### config.mk
export PLATFORM = sky130hd
export DESIGN_NAME = xip_line_fill_arbiter
export DESIGN_NICKNAME = d
export VERILOG_FILES = /design/src/rtl/xip_pkg.sv /design/src/rtl/rr_arb2.sv /design/src/rtl/xip_line_fill_arbiter.sv
export SDC_FILE = /design/constraint.sdc
export NUM_CORES = 1
export LEC_CHECK = 0
export CELL_PAD_IN_SITES_DETAIL_PLACEMENT = 2
export CELL_PAD_IN_SITES_GLOBAL_PLACEMENT = 2
export CORE_MARGIN = 3
export CORE_UTILIZATION = 20
export DETAILED_ROUTE_END_ITERATION = 12
export GPL_ROUTABILITY_DRIVEN = 0
export GPL_TIMING_DRIVEN = 0
export PLACE_DENSITY_LB_ADDON = 0.1
export SETUP_SLACK_MARGIN = 0.5
export SYNTH_ARGS = -nofsm -noshare
export SYNTH_HDL_FRONTEND = slang
export SYNTH_SLANG_ARGS = --single-unit
### constraint.sdc
create_clock -name clk -period 1.4 [get_ports clk]
set_input_delay 0.28 -clock clk [delete_from_list [all_inputs] [get_ports clk]]
set_output_delay 0.28 -clock clk [all_outputs]
set_load 0.01 [all_outputs]
### src/rtl/xip_pkg.sv
// xip_pkg: shared state type, address width and line alignment helper for the XIP line-fill arbiter
package xip_pkg;

    localparam int XIP_ADDR_W = 24;

    typedef enum logic [2:0] {
        IDLE,
        ISSUE,
        WAIT,
        WRITE,
        ACK,
        PF_ISSUE
    } fill_state_t;

    function automatic logic [XIP_ADDR_W-1:0] line_align(input logic [XIP_ADDR_W-1:0] addr, input int off_w);
        logic [XIP_ADDR_W-1:0] mask;
        mask = '1;
        return addr & (mask << off_w);
    endfunction

endpackage

### src/rtl/rr_arb2.sv
// rr_arb2: two-way round-robin arbiter; rr_last remembers the last winner (1 = M1)
module rr_arb2 (
    input  logic       clk,
    input  logic       rst_n,
    input  logic [1:0] req,
    input  logic       update,
    output logic [1:0] gnt
);

    logic rr_last;

    // on a tie the requester that did not win last time is granted
    always_comb gnt = (&req) ? (rr_last ? 2'b01 : 2'b10) : req;

    // remember the winner whenever a grant is taken; reset favours M0 on the first tie
    always_ff @(posedge clk or negedge rst_n)
        if (!rst_n)
            rr_last <= 1'b1;
        else if (update && |req)
            rr_last <= gnt[1];

endmodule

### src/rtl/xip_line_fill_arbiter.sv
// xip_line_fill_arbiter: shares one flash line reader between two cache-miss requesters; optional next-line prefetch under XIP_NEXT_LINE_PREFETCH_EN
module xip_line_fill_arbiter
    import xip_pkg::*;
#(
    parameter int LINE_SIZE = 16
) (
    input  logic                  clk,
    input  logic                  rst_n,
    input  logic                  m0_req,
    input  logic [XIP_ADDR_W-1:0] m0_addr,
    output logic                  m0_ack,
    input  logic                  m1_req,
    input  logic [XIP_ADDR_W-1:0] m1_addr,
    output logic                  m1_ack,
    output logic                  fl_rd,
    output logic [XIP_ADDR_W-1:0] fl_addr,
    input  logic                  fl_done,
    output logic                  cache_wr,
    output logic [XIP_ADDR_W-1:0] cache_a,
    output logic                  busy
);

    localparam int OFF_W = $clog2(LINE_SIZE);

    fill_state_t           state;
    logic                  gsel;
    logic [1:0]            gnt;
    logic [XIP_ADDR_W-1:0] m0_line;
    logic [XIP_ADDR_W-1:0] m1_line;
    logic                  m0_hit;
    logic                  m1_hit;
`ifdef XIP_NEXT_LINE_PREFETCH_EN
    logic                  pf;
    logic                  pending;
`endif

    assign m0_line = line_align(m0_addr, OFF_W);
    assign m1_line = line_align(m1_addr, OFF_W);
    assign m0_hit  = m0_req && (m0_line == fl_addr);
    assign m1_hit  = m1_req && (m1_line == fl_addr);
    assign busy    = state != IDLE;
    assign cache_a = fl_addr;
`ifdef XIP_NEXT_LINE_PREFETCH_EN
    assign pending = (m0_req && !m0_ack) || (m1_req && !m1_ack);
`endif

    rr_arb2 u_arb (
        .clk    (clk),
        .rst_n  (rst_n),
        .req    ({m1_req, m0_req}),
        .update (state == IDLE),
        .gnt    (gnt)
    );

    // fill sequencer: grant, issue one read once the reader's done has drained, write the line, ack
    always_ff @(posedge clk or negedge rst_n) begin
        if (!rst_n) begin
            state    <= IDLE;
            gsel     <= 1'b0;
            fl_rd    <= 1'b0;
            fl_addr  <= '0;
            cache_wr <= 1'b0;
            m0_ack   <= 1'b0;
            m1_ack   <= 1'b0;
`ifdef XIP_NEXT_LINE_PREFETCH_EN
            pf       <= 1'b0;
`endif
        end else begin
            fl_rd    <= 1'b0;
            cache_wr <= 1'b0;
            m0_ack   <= 1'b0;
            m1_ack   <= 1'b0;
            case (state)
                IDLE: if (|gnt) begin
                    gsel    <= gnt[1];
                    fl_addr <= gnt[1] ? m1_line : m0_line;
                    fl_rd   <= !fl_done;
                    state   <= ISSUE;
                end
                ISSUE, PF_ISSUE: begin
                    if (fl_rd)
                        state <= WAIT;
                    else
                        fl_rd <= !fl_done;
                end
                WAIT: if (fl_done) begin
                    cache_wr <= 1'b1;
                    state    <= WRITE;
                end
                WRITE: begin
`ifdef XIP_NEXT_LINE_PREFETCH_EN
                    if (pf) begin
                        m0_ack <= m0_hit;
                        m1_ack <= m1_hit;
                        state  <= (m0_hit || m1_hit) ? ACK : IDLE;
                        pf     <= m0_hit || m1_hit;
                    end else
`endif
                    begin
                        m0_ack <= !gsel || m0_hit;
                        m1_ack <= gsel || m1_hit;
                        state  <= ACK;
                    end
                end
                ACK: begin
`ifdef XIP_NEXT_LINE_PREFETCH_EN
                    if (!pf && !pending) begin
                        pf      <= 1'b1;
                        fl_addr <= fl_addr + XIP_ADDR_W'(LINE_SIZE);
                        fl_rd   <= !fl_done;
                        state   <= PF_ISSUE;
                    end else begin
                        pf    <= 1'b0;
                        state <= IDLE;
                    end
`else
                    state <= IDLE;
`endif
                end
                default: state <= IDLE;
            endcase
        end
    end

endmodule

==> summary.txt, run 1 <==
Status - finished, violations left
Failing checks - negative setup slack
Required time worst endpoint - 1.62 ns
Diode count - 0
Setup slack at placement - -0.635 ns
Number of synthesized flops with an enable pin - 0
Top cell by count, worst path - buf_6
Tmin final - 1.61 ns
Post-layout nets - 429
CP Launch Type - flip-flop
Slowest stage delay, CP - 0.37 ns
Distinct cells, synth - 29
Sequence of cells on the critical path - buf_6 > buf_4 > buf_6 > nand3b_1 > buf_6 > nor4_4 > nand4_1 > o22ai_2
Vias in the first global route - 2323
Critical-path maximum fanout - 3
Clock Path Buffers - 2
TritonRoute pass-1 iters - 4
FF+latch count, synth - 29
PwrDens - 2310 nW/µm²
CP Launch Point - state[0]
Hold Vio Cnt, Final - 0
Starting Density - 20.7%
Worst Setup End Kind - flip-flop
Psw - 3.96 mW
Met3 wire length - 399 µm
Synth Flop Type - dfrtp_1
FP Rows - 36
Post-route clock period utilization - 115%
Layout cells sized above 1 - 64.7%
Hold_buf cts - 0
Met2 wire length - 4690 µm
Setup tns final - -3.67 ns
Setup CP Type - flip-flop to flip-flop
CTS tree - done
Hold slack final - 0.0433 ns
Slew @ Worst Pin - 0.759 ns
RSZ-0062 raised after global routing - true
Largest net degree at the start of global routing - 30
I/O Pins - 106
Top routing layer used - met4
R2R cell count - 8
CTS clk-pin slew, worst paths - 0.07 ns
DRT antenna net count - 0
Post-route DRC violation count - 0
Initial antenna violation count - 0
P_int - 6.37 mW
Setup violators final - 29
Reg2Reg Launch Point - state[0]
Footprint of the multi-input gates - 1360 µm²
Layout area overhead - 120%
Skew final - 0.00417 ns
Register Area - 752 µm²
Final WS setup - -0.212 ns
Mapped Area - 2030 µm²
Static Leak - 1.92 nW
Routed WL per cell - 17.6 µm
Clock Sinks - 29
Detail-routed via count per cell - 4.14
Slew headroom - 49.4%
Ys async rst share - 100%
GRT Resource Usage Total - 15.2%
PortBufs - 89
Overall routed net length - 8970 µm
Syn avg cell area - 10.0 µm²
Core Area - 9820 µm²
R2r setup slk - -0.21 ns
Total of max-cap violations - 0
VDD IR max - 629 µV
Die height - 107 µm
CP Data Arrival Time - 1.83 ns
CP max-delay cell - dfrtp_1
Final HPWL DP - 5450 µm
Final Slew Violations - 0
Clock Latency Late Sink - 0.30 ns
Die ar. - 11400 µm²
First-pass GRT wire length - 13200 µm
Register share of total power - 15.5%
M1 WL - 3800 µm
Initial DRC count - 33
Comb pwr share - 76.5%
Hold WC Path Type - input port to asynchronous set/reset pin
H-tree levels - 2
CTS buffer count - 5
Yosys Warn Count - 0
Gate Count Post-Synth - 203
Post-Place Cell Area - 3120 µm²
Worst R2R End - m0_ack
Sw Ratio - 38.3%
FMAX - 0.620 GHz
Gr ovfl total - 0
Die X - 107 µm
Seq/Total Area, Yosys - 35.7%
Design area - 4470 µm²
Via count - 2112
Final-layout fill cell count - 1061
Clock Root Buffer - clkbuf_8
Clock power frac - 8.0%
-- power groups by stage --
stage	Combinational [mW]	Sequential [mW]	Clock [mW]
floorplan	2.10	1.84	0
global placement	4.06	1.80	0
detailed placement	4.10	1.83	0
CTS	6.97	1.56	0.835
global route	8.46	1.66	0.888
finish	7.90	1.60	0.821
-- flip-flops by register name (all words and copies together) (netlist names) --
signal         count
state              3
u_arb.rr_last      1
m0_ack             1
cache_wr           1
cache_a           20
gsel               1
fl_rd              1
m1_ack             1
-- Yosys cell counts (2+ instances only) --
cell,n,share of area [%]
a21oi_1,5,1.2
a21oi_2,17,7.3
buf_2,2,0.49
buf_4,30,11
buf_6,3,1.7
dfrtp_1,28,34
mux2i_1,20,9.8
nand2_1,3,0.55
nand3_1,2,0.49
nand3b_1,2,0.74
nand4_1,2,0.61
nor2_1,24,4.4
nor4_1,10,3.1
o22ai_1,2,0.61
xnor2_1,2,0.86
xor2_1,38,16
-- cells by family after synthesis --
family	Yosys count	synth area share, %
flip-flops	29	35.7
AO/OA/AOI/OAI	29	10.9
XOR/XNOR	40	17.2
buffers and inverters	36	13.4
multiplexers	21	10.4
AND/OR/NAND/NOR	47	12.1
other	1	0.184
-- metal layers --
metal / vias up / GRT usage (%)
li1: 994 / -
met2: 61 / 26.4
met3: 7 / 3.07
met4: 0 / 3.84
met1: 1050 / 19.3
met5: - / 0
-- metrics by stage --
| step | util (%) | total power [mW] | cells |
|---|---|---|---|
| 2_1_floorplan | - | 3.94 | 210 |
| 4_1_cts | 42.0 | 9.36 | 495 |
| 3_5_place_dp | 31.8 | 5.93 | 432 |
| 5_1_grt | 45.5 | 11.0 | 510 |
| 6_report | 45.5 | 10.3 | 510 |
| 3_3_place_gp | 31.9 | 5.86 | 432 |
-- placed cells by master, fill, tap and decap left out, drive strengths merged --
cell and instances:
clkdlybuf4s50 40, dlygate4sd2 2, o31ai 1, buf 150
mux2 1, nor2 25, a21oi 22, xor2 38
clkbuf 8, nand3b 2, dfstp 1, nor3b 1
mux2i 20, clkinv 1, nand4 2, dlymetal6s2s 1
o21ai 2, or3 1, inv 1, nand2 3
o22ai 2, nor4 10, nand3 2, xnor2 2
nand2b 1, conb 8, dfrtp 28, a21boi 2
-- worst max-delay path by stage --
| stage | cells past startpoint | end |
|---|---|---|
| floorplan | 5 | cache_a[16] |
| global placement | 1 | cache_a[19] |
| detailed placement | 5 | cache_a[4] |
| CTS | 7 | cache_a[23] |
| global route | 8 | m0_ack |
| finish | 8 | m0_ack |
-- critical path: cells and delay by family, from the launching register on --
kind | cells | cell delay [ns]
compound gates | 1 | 0.15
simple gates | 3 | 0.58
flops | 1 | 0.37
buf+inv | 4 | 0.44
-- area by class of cell --
cell class / count / share of cell area (%)
plain buffers: 35 / 9.10
flip-flops and latches: 29 / 16.8
inverters: 1 / 0.0840
multi-input cells: 145 / 30.4
clock buffers: 7 / 2.16
well taps: 133 / 3.73
clock inverters: 1 / 0.112
repair buffers: 159 / 37.6
-- what timing repair did --
item / in CTS / in global routing
pin swaps: 5 / 17
resized for setup: 337 / 45
setup endpoints to repair: 73 / 74
gates cloned: 2 / 1
setup buffers: 53 / 14
No activity file was read; power rests on OpenSTA's default activity.
==> run 2, diff against run 1 <==
--- a/config.mk
+++ b/config.mk
@@ -16,4 +16,5 @@
 export SETUP_SLACK_MARGIN = 0.5
 export SYNTH_ARGS = -nofsm -noshare
 export SYNTH_HDL_FRONTEND = slang
+export SYNTH_HIERARCHICAL = 1
 export SYNTH_SLANG_ARGS = --single-unit
==> constraint.sdc (replaced) <==
create_clock -name clk -period 1.4 [get_ports clk]
set_input_delay 0.28 -clock clk [delete_from_list [all_inputs] [get_ports clk]]
set_output_delay 0.28 -clock clk [all_outputs]
set_load 0.1 [all_outputs]
==> run 2 against run 1 <==
Against the previous run: the run still ends with negative setup slack left; first-iteration DRC count decreased by 3.0%; non-clock buffer count shrank 29; final area up 4.1%; clock skew increased by 0.0048 ns; register-to-register slack improved by 0.06 ns; final cell count is 4.9% lower; via count fell by 5.1%; critical endpoint is now cache_a[8].
==> summary.txt, run 2 <==
Post-layout nets - 404
H-tree levels - 2
Mapped Area - 2070 µm²
CTS tree - done
Seq/Total Area, Yosys - 35.0%
Tmin final - 1.55 ns
Clock Latency Late Sink - 0.28 ns
CTS clk-pin slew, worst paths - 0.07 ns
Slew headroom - 49.5%
Skew final - 0.00894 ns
Slew @ Worst Pin - 0.758 ns
Top routing layer used - met4
Yosys top cell by area - dfrtp_1
Syn avg cell area - 9.93 µm²
FP Rows - 36
Post-Layout Cell Count - 485
Core Area - 9910 µm²
R2r setup slk - -0.15 ns
Critical-path maximum fanout - 10
R2R cell count - 8
DP Cell Count - 438
Final WS setup - -0.147 ns
Starting Density - 20.9%
Required time worst endpoint - 1.56 ns
Detail-routed via count per cell - 4.13
Reg2Reg Launch Point - u_arb/rr_last
Leading cell types by count after synthesis - xor2_1 (38), buf_4 (29), dfrtp_1 (28), nor2_1 (24), mux2i_1 (20)
Vias in the first global route - 2253
Hold WC Path Type - input port to asynchronous set/reset pin
GRT Resource Usage Total - 14.6%
CTS buffer count - 5
CP Data Arrival Time - 1.71 ns
Die X - 108 µm
Distinct cells, synth - 31
Clock Sinks - 29
Worst Setup End Kind - flip-flop
Post-route DRC violation count - 0
Synth Flop Type - dfrtp_1
PortBufs - 89
Overall routed net length - 8430 µm
Met3 wire length - 413 µm
Yosys Warn Count - 6
Commonest non-fill, non-tap cells in the layout - buf_12 (68), clkdlybuf4s50_1 (41), xor2_1 (34), buf_4 (31), dfrtp_4 (24)
Layout area overhead - 124%
Routed WL per cell - 17.4 µm
M1 WL - 3670 µm
Number of synthesized flops with an enable pin - 0
RSZ-0062 raised after global routing - true
Ys async rst share - 100%
Die height - 108 µm
Max reg flops - 20
Failing checks - negative setup slack
Area share of the largest cell type after synthesis - 33.8%
FF+latch count, synth - 29
Met2 wire length - 4310 µm
Most common cell after layout, fill and taps aside - buf_12
Worst R2R End - cache_a[8]
Diode count - 0
FMAX - 0.646 GHz
Via count - 2005
Final HPWL DP - 5740 µm
First-pass GRT wire length - 12900 µm
I/O Pins - 106
Largest net degree at the start of global routing - 30
Setup CP Type - flip-flop to flip-flop
Die ar. - 11600 µm²
TritonRoute pass-1 iters - 2
Layout cells sized above 1 - 60.5%
Largest cells by area after synthesis - dfrtp_1 (34%), xor2_1 (16%), buf_4 (10%), mux2i_1 (9.7%), a21oi_2 (8.0%)
Gate Count Post-Synth - 209
Initial DRC count - 32
Most common cell in the synthesized netlist - xor2_1
Final Slew Violations - 0
CP Launch Type - flip-flop
DRT antenna net count - 0
Total of max-cap violations - 0
Status - finished, violations left
Hold Vio Cnt, Final - 0
Clock Root Buffer - clkbuf_8
Setup violators final - 27
Gr ovfl total - 0
Post-route clock period utilization - 111%
Initial antenna violation count - 0
Clock Path Buffers - 2
[run 2: metal layers]
layer | vias to the layer above | track usage, %
met5 | - | 0
met1 | 992 | 19.4
li1 | 952 | -
met3 | 2 | 3.36
met4 | 0 | 2.43
met2 | 59 | 24.4
[run 2: logic make-up (layout without fill, tap and decap cells)]
| group | count (synthesis) | count (layout) | synth area share, % |
|---|---|---|---|
| AOI/OAI and AO/OA | 31 | 31 | 11.6 |
| xor gates and xnor gates | 40 | 40 | 16.9 |
| buffers and inverters | 39 | 175 | 14.2 |
| DFF | 29 | 29 | 35.0 |
| muxes | 21 | 21 | 10.2 |
| other | 1 | 8 | 0.181 |
| and+or+nand+nor | 48 | 48 | 11.9 |
[run 2: area by class of cell]
class | instances | area (µm²)
Tap cell | 133 | 166
Clock buffer | 8 | 80.1
Fill cell | 1003 | 5260
Multi-Input combinational cell | 148 | 1310
Timing Repair Buffer | 128 | 1690
Inverter | 2 | 7.51
Buffer | 37 | 578
Sequential cell | 29 | 820
[run 2: worst max-delay path by stage]
stage,startpoint,to,slack [ns]
2_1_floorplan,u_arb/rr_last,fl_rd,-0.10
3_3_place_gp,rst_n,cache_a[10],-0.98
3_5_place_dp,state[0],busy,-0.72
4_1_cts,u_arb/rr_last,fl_rd,-0.15
5_1_grt,u_arb/rr_last,cache_a[11],-0.23
6_report,u_arb/rr_last,cache_a[8],-0.15
[run 2: critical path, stage by stage, from the launching register on]
cell      delay [ns]
dfstp_2         0.55
a21boi_1        0.06
clkbuf_2        0.12
nor2_2          0.09
and2b_1         0.19
buf_6           0.13
buf_12          0.16
nor2_2          0.10
a21oi_2         0.03
[run 2: metrics by stage]
stage | cell area, µm² | setup WS (ns) | hold WS [ns] | TNS [ns] | util [%]
CTS | 4390 | -0.151 | 0.0880 | -3.32 | 44.3
floorplan | 2510 | -0.105 | -0.0156 | -2.10 | -
finish | 4650 | -0.147 | 0.0618 | -3.00 | 46.9
detailed placement | 3560 | -0.719 | 0.397 | -37.37 | 36.0
global route | 4650 | -0.232 | 0.117 | -5.44 | 46.9
global placement | 3570 | -0.984 | 0.500 | -64.36 | 36.0
[run 2: timing repair]
item | in CTS | in global routing
setup buffers | 23 | 16
hold buffers | 0 | 0
gates resized for setup | 433 | 28
pin swaps | 9 | 7
setup endpoints to repair | 74 | 74
Power of run 2 is left out: the tool's default activity adds up to more than one toggle a clock period on the data nets, which glitch-free logic cannot reach.
